### config.mk
export PLATFORM = sky130hd
export DESIGN_NAME = ps2_move_entry
export DESIGN_NICKNAME = d
export VERILOG_FILES = /design/src/rtl/ps2_move_pkg.sv /design/src/rtl/ps2_scan_parser.sv /design/src/rtl/ps2_move_entry.sv
export SDC_FILE = /design/constraint.sdc
export NUM_CORES = 1
export LEC_CHECK = 0
export ABC_CLOCK_PERIOD_IN_PS = 2800
export CAP_MARGIN = 20
export CORE_UTILIZATION = 40
export DETAILED_ROUTE_END_ITERATION = 10
export PLACE_DENSITY = 0.83
export SYNTH_ARGS = -nofsm -noshare
export SYNTH_HDL_FRONTEND = slang
export SYNTH_SLANG_ARGS = --single-unit
### constraint.sdc
create_clock -name clock -period 2.8 [get_ports clock]
set_input_delay 0.28 -clock clock [delete_from_list [all_inputs] [get_ports clock]]
set_output_delay 0.28 -clock clock [all_outputs]
set_load 0.02 [all_outputs]
### src/rtl/ps2_move_pkg.sv
// rtl/ps2_move_pkg.sv - scan codes, state enums and coordinate decode for PS/2 move entry
package ps2_move_pkg;

    localparam logic [7:0] SC_BREAK = 8'hF0;
    localparam logic [7:0] SC_EXT   = 8'hE0;
    localparam logic [7:0] SC_LEFT  = 8'h6B;
    localparam logic [7:0] SC_RIGHT = 8'h74;
    localparam logic [7:0] SC_ENTER = 8'h5A;
    localparam logic [7:0] SC_BKSP  = 8'h66;
    localparam logic [7:0] SC_ESC   = 8'h76;

    typedef enum logic [1:0] {
        PS_IDLE,
        PS_BRK,
        PS_EXT,
        PS_EXT_BRK
    } parse_state_t;

    typedef enum logic {
        CS_COLLECT,
        CS_WRITE
    } commit_state_t;

    typedef struct packed {
        logic       hit;
        logic [2:0] val;
    } coord_t;

    // Letters A..H in scan-code order
    function automatic coord_t file_of(input logic [7:0] code);
        coord_t c;
        c = '0;
        case (code)
            8'h1C: c = '{1'b1, 3'd0};
            8'h32: c = '{1'b1, 3'd1};
            8'h21: c = '{1'b1, 3'd2};
            8'h23: c = '{1'b1, 3'd3};
            8'h24: c = '{1'b1, 3'd4};
            8'h2B: c = '{1'b1, 3'd5};
            8'h34: c = '{1'b1, 3'd6};
            8'h33: c = '{1'b1, 3'd7};
            default: c = '0;
        endcase
        return c;
    endfunction

    // Digits 1..8 in scan-code order
    function automatic coord_t rank_of(input logic [7:0] code);
        coord_t c;
        c = '0;
        case (code)
            8'h16: c = '{1'b1, 3'd0};
            8'h1E: c = '{1'b1, 3'd1};
            8'h26: c = '{1'b1, 3'd2};
            8'h25: c = '{1'b1, 3'd3};
            8'h2E: c = '{1'b1, 3'd4};
            8'h36: c = '{1'b1, 3'd5};
            8'h3D: c = '{1'b1, 3'd6};
            8'h3E: c = '{1'b1, 3'd7};
            default: c = '0;
        endcase
        return c;
    endfunction

endpackage

### src/rtl/ps2_scan_parser.sv
// rtl/ps2_scan_parser.sv - F0/E0 prefix tracker producing same-cycle make events
module ps2_scan_parser
    import ps2_move_pkg::*;
(
    input  logic       clock,
    input  logic       reset,
    input  logic [7:0] key_data,
    input  logic       key_pressed,
    output logic       make_strobe,
    output logic [7:0] make_code,
    output logic       make_ext
);

    parse_state_t state, state_nxt;

    assign make_code = key_data;

    // Prefix state register
    always_ff @(posedge clock or posedge reset) begin
        if (reset) begin
            state <= PS_IDLE;
        end else begin
            state <= state_nxt;
        end
    end

    // Make events are combinational so actions land on the strobe's own edge
    always_comb begin
        state_nxt   = state;
        make_strobe = 1'b0;
        make_ext    = 1'b0;
        if (key_pressed) begin
            case (state)
                PS_IDLE: begin
                    if (key_data == SC_BREAK) begin
                        state_nxt = PS_BRK;
                    end else if (key_data == SC_EXT) begin
                        state_nxt = PS_EXT;
                    end else begin
                        make_strobe = 1'b1;
                    end
                end
                PS_EXT: begin
                    if (key_data == SC_BREAK) begin
                        state_nxt = PS_EXT_BRK;
                    end else begin
                        make_strobe = 1'b1;
                        make_ext    = 1'b1;
                        state_nxt   = PS_IDLE;
                    end
                end
                default: state_nxt = PS_IDLE;
            endcase
        end
    end

endmodule

### src/rtl/ps2_move_entry.sv
// rtl/ps2_move_entry.sv - collects a board square from PS/2 keys and writes it to a slot word
module ps2_move_entry
    import ps2_move_pkg::*;
#(
    parameter int BOARD_DIM   = 8,
    parameter int NUM_SLOTS   = 2,
    parameter int BASE_ADDR   = 64,
    parameter int ADDR_W      = 12,
    parameter int DATA_W      = 32,
    parameter int AUTO_COMMIT = 1,
    localparam int SLOT_W     = (NUM_SLOTS > 1) ? $clog2(NUM_SLOTS) : 1
) (
    input  logic              clock,
    input  logic              reset,
    input  logic [7:0]        ps2_key_data,
    input  logic              ps2_key_pressed,
    input  logic              wr_ready,
    output logic              mem_we,
    output logic [ADDR_W-1:0] mem_addr,
    output logic [DATA_W-1:0] mem_data,
    output logic [SLOT_W-1:0] slot_sel,
    output logic              letter_valid,
    output logic              number_valid
);

    localparam logic [3:0]        BD4       = 4'(BOARD_DIM);
    localparam logic [SLOT_W-1:0] SLOT_LAST = SLOT_W'(NUM_SLOTS - 1);

    logic          make_strobe;
    logic [7:0]    make_code;
    logic          unused_make_ext;

    commit_state_t state, state_nxt;
    logic [2:0]    file_q, rank_q, nxt_file, nxt_rank;
    logic          nxt_lv, nxt_nv;
    logic [SLOT_W-1:0] nxt_slot;
    coord_t        fc, rc;
    logic          act, commit_now;

    // Arrows behave the same with or without the E0 prefix
    ps2_scan_parser u_parser (
        .clock       (clock),
        .reset       (reset),
        .key_data    (ps2_key_data),
        .key_pressed (ps2_key_pressed),
        .make_strobe (make_strobe),
        .make_code   (make_code),
        .make_ext    (unused_make_ext)
    );

    assign act    = make_strobe && (state == CS_COLLECT);
    assign mem_we = (state == CS_WRITE);

    // Next coordinate/slot values for a make event seen while collecting
    always_comb begin
        nxt_lv   = letter_valid;
        nxt_nv   = number_valid;
        nxt_file = file_q;
        nxt_rank = rank_q;
        nxt_slot = slot_sel;
        fc       = file_of(make_code);
        rc       = rank_of(make_code);
        if (act) begin
            if (fc.hit) begin
                if (4'(fc.val) < BD4) begin
                    nxt_file = fc.val;
                    nxt_lv   = 1'b1;
                end
            end else if (rc.hit) begin
                if (4'(rc.val) < BD4) begin
                    nxt_rank = rc.val;
                    nxt_nv   = 1'b1;
                end
            end else begin
                case (make_code)
                    SC_LEFT:  nxt_slot = (slot_sel == '0) ? SLOT_LAST : slot_sel - 1'b1;
                    SC_RIGHT: nxt_slot = (slot_sel == SLOT_LAST) ? '0 : slot_sel + 1'b1;
                    SC_BKSP: begin
                        if (number_valid) begin
                            nxt_nv = 1'b0;
                        end else begin
                            nxt_lv = 1'b0;
                        end
                    end
                    SC_ESC: begin
                        nxt_lv = 1'b0;
                        nxt_nv = 1'b0;
                    end
                    default: ;
                endcase
            end
        end
    end

    // Auto mode fires on the strobe that completes the pair; manual mode only on Enter
    always_comb begin
        commit_now = 1'b0;
        if (act) begin
            if (AUTO_COMMIT != 0) begin
                commit_now = nxt_lv && nxt_nv;
            end else begin
                commit_now = (make_code == SC_ENTER) && letter_valid && number_valid;
            end
        end
    end

    // Commit FSM next state
    always_comb begin
        state_nxt = state;
        case (state)
            CS_COLLECT: if (commit_now) state_nxt = CS_WRITE;
            CS_WRITE:   if (wr_ready)   state_nxt = CS_COLLECT;
            default:    state_nxt = CS_COLLECT;
        endcase
    end

    // Commit FSM state register
    always_ff @(posedge clock or posedge reset) begin
        if (reset) begin
            state <= CS_COLLECT;
        end else begin
            state <= state_nxt;
        end
    end

    // Coordinate, slot and write-word registers
    always_ff @(posedge clock or posedge reset) begin
        if (reset) begin
            letter_valid <= 1'b0;
            number_valid <= 1'b0;
            file_q       <= '0;
            rank_q       <= '0;
            slot_sel     <= '0;
            mem_addr     <= ADDR_W'(BASE_ADDR);
            mem_data     <= '0;
        end else if (state == CS_COLLECT) begin
            letter_valid <= nxt_lv;
            number_valid <= nxt_nv;
            file_q       <= nxt_file;
            rank_q       <= nxt_rank;
            slot_sel     <= nxt_slot;
            if (commit_now) begin
                mem_addr <= ADDR_W'(BASE_ADDR) + ADDR_W'(slot_sel);
                mem_data <= DATA_W'({nxt_rank, nxt_file});
            end
        end else if (wr_ready) begin
            letter_valid <= 1'b0;
            number_valid <= 1'b0;
        end
    end

endmodule
# After elaboration in Yosys (flattened, before gate mapping)
# Cells that the tools add are included.
[classes]
add_sub_neg = 3
n_eq_ne = 25
mux = 35
bitwise = 3
reduce_logical = 8
[ops]
columns = ["op", "count"]
rows = [
  ["$eq 8x6->1 const B", 13],
  ["$pmux 4 s8", 2],
  ["$eq 8x7->1 const B", 4],
  ["$eq 8x5->1 const B", 3],
  ["$mux 1", 20],
  ["$eq 8x8->1 const B", 2],
  ["$mux 3", 5],
  ["$add 7x1->8 const A", 1],
  ["$pmux 1 s2", 4],
  ["$mux 2", 3],
  ["$reduce_and 5->1", 1],
  ["$pmux 2 s2", 1],
  ["$reduce_and 2->1", 2],
  ["$ne 3x1->1 const B", 1],
  ["$not 1->1", 3],
  ["$eq 2x2->1 const B", 1],
  ["$logic_and 1x1->1", 2],
  ["$logic_not 2->1", 1],
  ["$ne 2x2->1 const B", 1],
  ["$reduce_bool 2->1", 1],
  ["$reduce_or 2->1", 1],
  ["$add 1x1->1 const B", 1],
  ["$sub 1x1->1 const B", 1],
]
[totals]
reg_bits = 30
in_bits = 12
out_inout_bits = 48
word_cells = 83

# Depth between registers and ports, before layout
# Gate-level depths: netlist of the first run.
[depth]
ltp_word = 11
ltp_mapped = 6

# Modules after synthesis
# A second synthesis of the first run with hierarchy kept.
[unflattened]
cells_unflattened = 166
area_unflattened_um2 = 1552.7
[modules_own_cells]
columns = ["mod", "n_inst", "cells_each", "area_each_um2", "seq_area_each_um2"]
rows = [
  ["ps2_move_entry", 1, 140, 1333.8, 425.4],
  ["ps2_scan_parser", 1, 26, 219.0, 50.0],
]

# Worst setup path before layout of the first run
# No wires, ideal clock.
[synth_timing]
path_type = "flip-flop to flip-flop"
from = "register state, in the netlist mem_we"
to = "register mem_data[3]"
t_arrival_ns = 2.011
path_slack_ns = 0.664
stages_incl_launch_ff = 6
path_buffers = 0
synth_period_minus_slack_ns = 2.136
path_cell_list = "dfrtp_1 > or3b_1 > a41o_2 > a211o_1 > mux2_4 > mux2_4"
[synth_between]
elab_chain_cells = 6
[synth_lines]
columns = ["element", "line", "rtl"]
rows = [
  ["start, declared", "ps2_move_entry.sv:33", "commit_state_t state, state_nxt;"],
  ["start signal, assigned", "ps2_move_entry.sv:122", "state <= state_nxt;"],
  ["$not 1->1 (no source line) (*)", "-", ""],
  ["$logic_and 1x1->1", "ps2_move_entry.sv:51", "assign act = make_strobe && (state == CS_COLLECT);"],
  ["$mux 1", "ps2_move_entry.sv:63", "if (act) begin"],
  ["$logic_and 1x1->1", "ps2_move_entry.sv:100", "commit_now = nxt_lv && nxt_nv;"],
  ["$mux 1", "ps2_move_entry.sv:98", "if (act) begin"],
  ["$reduce_and 2->1 (no source line)", "-", ""],
  ["end signal, assigned", "ps2_move_entry.sv:144", "mem_data <= DATA_W'({nxt_rank, nxt_file});"],
  ["end, declared", "ps2_move_entry.sv:20", "output logic [DATA_W-1:0] mem_data,"],
]
# Mark *: on every way between the ends. The rest lies on a longest branch, timed or not.
# A chain may end at the register's enable or synchronous reset.

# Worst setup path after layout of the first run
[layout_timing]
from = "input port ps2_key_data[0]"
to = "register mem_data[2]"
[layout_between]
elab_chain_cells = 10
[layout_lines]
columns = ["element", "line", "rtl"]
rows = [
  ["start, declared", "ps2_move_entry.sv:15", "input logic [7:0] ps2_key_data,"],
  ["$eq 8x8->1", "ps2_scan_parser.sv:37", "end else if (key_data == SC_EXT) begin"],
  ["$mux 1", "ps2_scan_parser.sv:37", ""],
  ["$mux 1", "ps2_scan_parser.sv:35", "if (key_data == SC_BREAK) begin"],
  ["$pmux 1 s2", "ps2_scan_parser.sv:33", "case (state)"],
  ["$mux 1", "ps2_scan_parser.sv:32", "if (key_pressed) begin"],
  ["$logic_and 1x1->1", "ps2_move_entry.sv:51", ""],
  ["$mux 1", "ps2_move_entry.sv:63", ""],
  ["$logic_and 1x1->1", "ps2_move_entry.sv:100", ""],
  ["$mux 1", "ps2_move_entry.sv:98", ""],
  ["$reduce_and 2->1 (no source line)", "-", ""],
]
# Several ways; a longest one is shown, not always the timed one.

==> key figures, run 1 <==
Global routing
  • Vias in the first global route: 941
  • Antenna violations before repair: 0
  • GRT overflow: 0
  • First-pass GRT wire length: 4420 µm
  • Gr usage total: 13.7%
  • Largest net degree at the start of global routing: 20

Worst hold path
  • Hold WC Path Type: in2async

Die
  • Die Area: 3980 µm²
  • Chip height: 63.1 µm
  • Starting density of the core: 43.3%
  • Row cnt: 21
  • Die X: 63.1 µm
  • CORE AREA: 3440 µm²
  • Ports: 60

Timing
  • Final Max Tran Viols: 0
  • Setup TNS: 0 ns
  • Slew margin rel.: 55.7%
  • RSZ-0062 raised after global routing: false
  • Peak Freq: 406 MHz
  • Final setup fails: 0
  • Final period utilization: 87.9%
  • Setup skew after layout: 0.00332 ns
  • Final hold vios: 0
  • Hold_ws: 0.424 ns
  • Final min period: 2.46 ns
  • Worst Tran Pin Value: 0.664 ns

Synthesis
  • Yosys reg bits: 19
  • Mapped Area: 1490 µm²
  • Synth top area share: 31.9%
  • Yosys warns: 0
  • Cell count after synthesis: 155
  • Register area share after synthesis: 31.9%
  • Number of synthesized flops with an enable pin: 0
  • Synth area leaders: dfrtp_1, buf_4, mux2_2
  • Synth async-reset ratio: 100%
  • Synth area leader: dfrtp_1
  • Top FF cell, synth: dfrtp_1
  • Unique masters post-synth: 49
  • Mean Syn Cell Area: 9.62 µm²

Final layout
  • Nets@finish: 191
  • Antenna cell count: 0
  • Fraction of layout cells with a size suffix above 1: 16.3%
  • Leading cell types in the layout, fill and taps excluded: conb_1, clkdlybuf4s50_1, dfrtp_1
  • Syn-to-layout area delta: 11.3%
  • Non-Filler Instances: 224
  • Commonest non-fill, non-tap cell in the layout: conb_1

Route
  • Drt first pass iters: 4
  • Routed len/inst: 11.7 µm
  • Wirelength, routed: 2610 µm
  • Via density: 4.73
  • DR iter-0 viols: 45
  • DRC errors left: 0
  • Vias: 1,060
  • Antenna Violating Nets Remaining: 0

Power and ir drop
  • Total Power: 0.00104 W
  • Peak VDD IR: 0.618 mV
  • Power per Cell Area: 624 nW/µm²
  • Lkg Pwr: 0.763 nW

Setup path
  • R2R Path End: mem_data[3]
  • CP Max Fanout: 12
  • Cell count of the worst reg-to-reg path: 5
  • R2r startpoint: mem_we
  • Crit path kind: in2reg
  • CP arrival: 2.59 ns
  • Worst Setup End Kind: flip-flop
  • Worst setup SP type: input port
  • Worst Path Required: 2.93 ns
  • R2R Setup Slk: 0.58 ns

Outcome
  • Status: complete, no violations

CTS
  • Hold_buf cts: 0
  • CTS H-tree depth: 1
  • Clk sink count: 19
  • Buffer count from post-CTS setup fixing: 0
  • CTS buffer count: 3
  • Root Buffer: clkbuf_8
  • Clock Tree Buf Depth: 2
  • Resized Gates After CTS: 0
  • CTS clk-pin slew, worst paths: 0.07 ns
  • CTS tree: yes
  • Clk_lat worst skew: 0.25 ns

Placed design
  • Dpl cells: 220
  • Gp weighted congestion: 0.857
  • PortBufs: 22
  • HPWL after detailed placement: 2130 µm

Run
  • Maxcap violations: 0
## through the flow
stage | instance area, µm² | setup slack (ns) | utilization, %
after floorplan | 1620 | 0.664 | -
after global placement | 1620 | 0.0944 | 46.9
after detailed placement | 1620 | 0.0758 | 46.9
after CTS | 1660 | 0.341 | 48.2
after global routing | 1660 | 0.238 | 48.2
final | 1660 | 0.338 | 48.2
## area by class of cell
class / instances / area [µm²]
clock buffers: 4 / 45.0
fillers: 339 / 1780
inverters: 6 / 22.5
multi-input cells: 122 / 802
flip-flops and latches: 19 / 475
well taps: 46 / 57.6
repair buffers: 27 / 258
## cell families (layout without fill, tap and decap cells)
kind of cell | count (synthesis) | count (layout) | synth area share (%)
buffers and inverters | 49 | 37 | 23.2
AO/OA/AOI/OAI | 31 | 31 | 16.2
multiplexers | 10 | 10 | 7.97
AND/OR/NAND/NOR | 41 | 41 | 18.5
other | 2 | 37 | 0.504
flip-flops | 19 | 19 | 31.9
XOR/XNOR | 3 | 3 | 1.76
## worst max-delay path by stage
| stage | cells past startpoint | to | start | slack [ns] |
|---|---|---|---|---|
| CTS | 6 | mem_data[5] | ps2_key_data[0] | 0.34 |
| detailed placement | 6 | mem_data[5] | ps2_key_data[0] | 0.08 |
| global route | 6 | mem_data[0] | ps2_key_data[0] | 0.24 |
| finish | 6 | mem_data[2] | ps2_key_data[0] | 0.34 |
| floorplan | 5 | mem_data[3] | mem_we | 0.66 |
| global placement | 6 | mem_data[5] | ps2_key_data[0] | 0.09 |
## registers in the layout, indices dropped and copies added (netlist names)
name / cells
file_q: 3
letter_valid: 1
mem_addr: 1
mem_data: 6
mem_we: 1
number_valid: 1
rank_q: 3
slot_sel: 1
u_parser.state: 2
## layer usage
metal  GRT usage, %  vias up  share of wire, %
met4           4.36        0               1.7
met2           22.3       46                48
met3           1.99        6               6.3
li1               -      521                 -
met1           18.4      487                44
met5              0        -                 0
## power by group
group	switching [W]	internal (W)
combinational	0.000243	0.000209
sequential	0.0000506	0.000354
clock	0.0000781	0.000101
total	0.000372	0.000664
## critical path, cell delays in order
cell and delay [ns]:
clkdlybuf4s50_1 0.64, nor4b_2 0.42, a2bb2oi_2 0.14, a31o_1 0.24
a221oi_4 0.49, mux2_2 0.39
## cell usage after synthesis (2+ instances only)
| library cell | instances |
|---|---|
| buf_6 | 2 |
| nor2b_1 | 2 |
| buf_2 | 3 |
| a31oi_1 | 2 |
| and3b_1 | 5 |
| dfrtp_1 | 19 |
| nor3b_1 | 2 |
| or2_2 | 2 |
| nand4_1 | 2 |
| mux2_2 | 7 |
| conb_1 | 2 |
| nor2_1 | 5 |
| inv_1 | 6 |
| o21ai_0 | 6 |
| buf_4 | 38 |
| a21oi_1 | 5 |
| nand3_1 | 3 |
| nand4b_1 | 3 |
| nand2_1 | 6 |
| xor2_1 | 2 |
| mux2_4 | 2 |
| o22ai_1 | 2 |
| nand2b_1 | 3 |
Power figures use the tool's default switching activity.
==> run 2: changes to the inputs <==
- CTS_CLUSTER_SIZE: not set -> 8
- SKIP_CTS_REPAIR_TIMING: not set -> 1
==> results of run 2 <==
No change in the layout: final DEF, timing and power equal those of run 1.
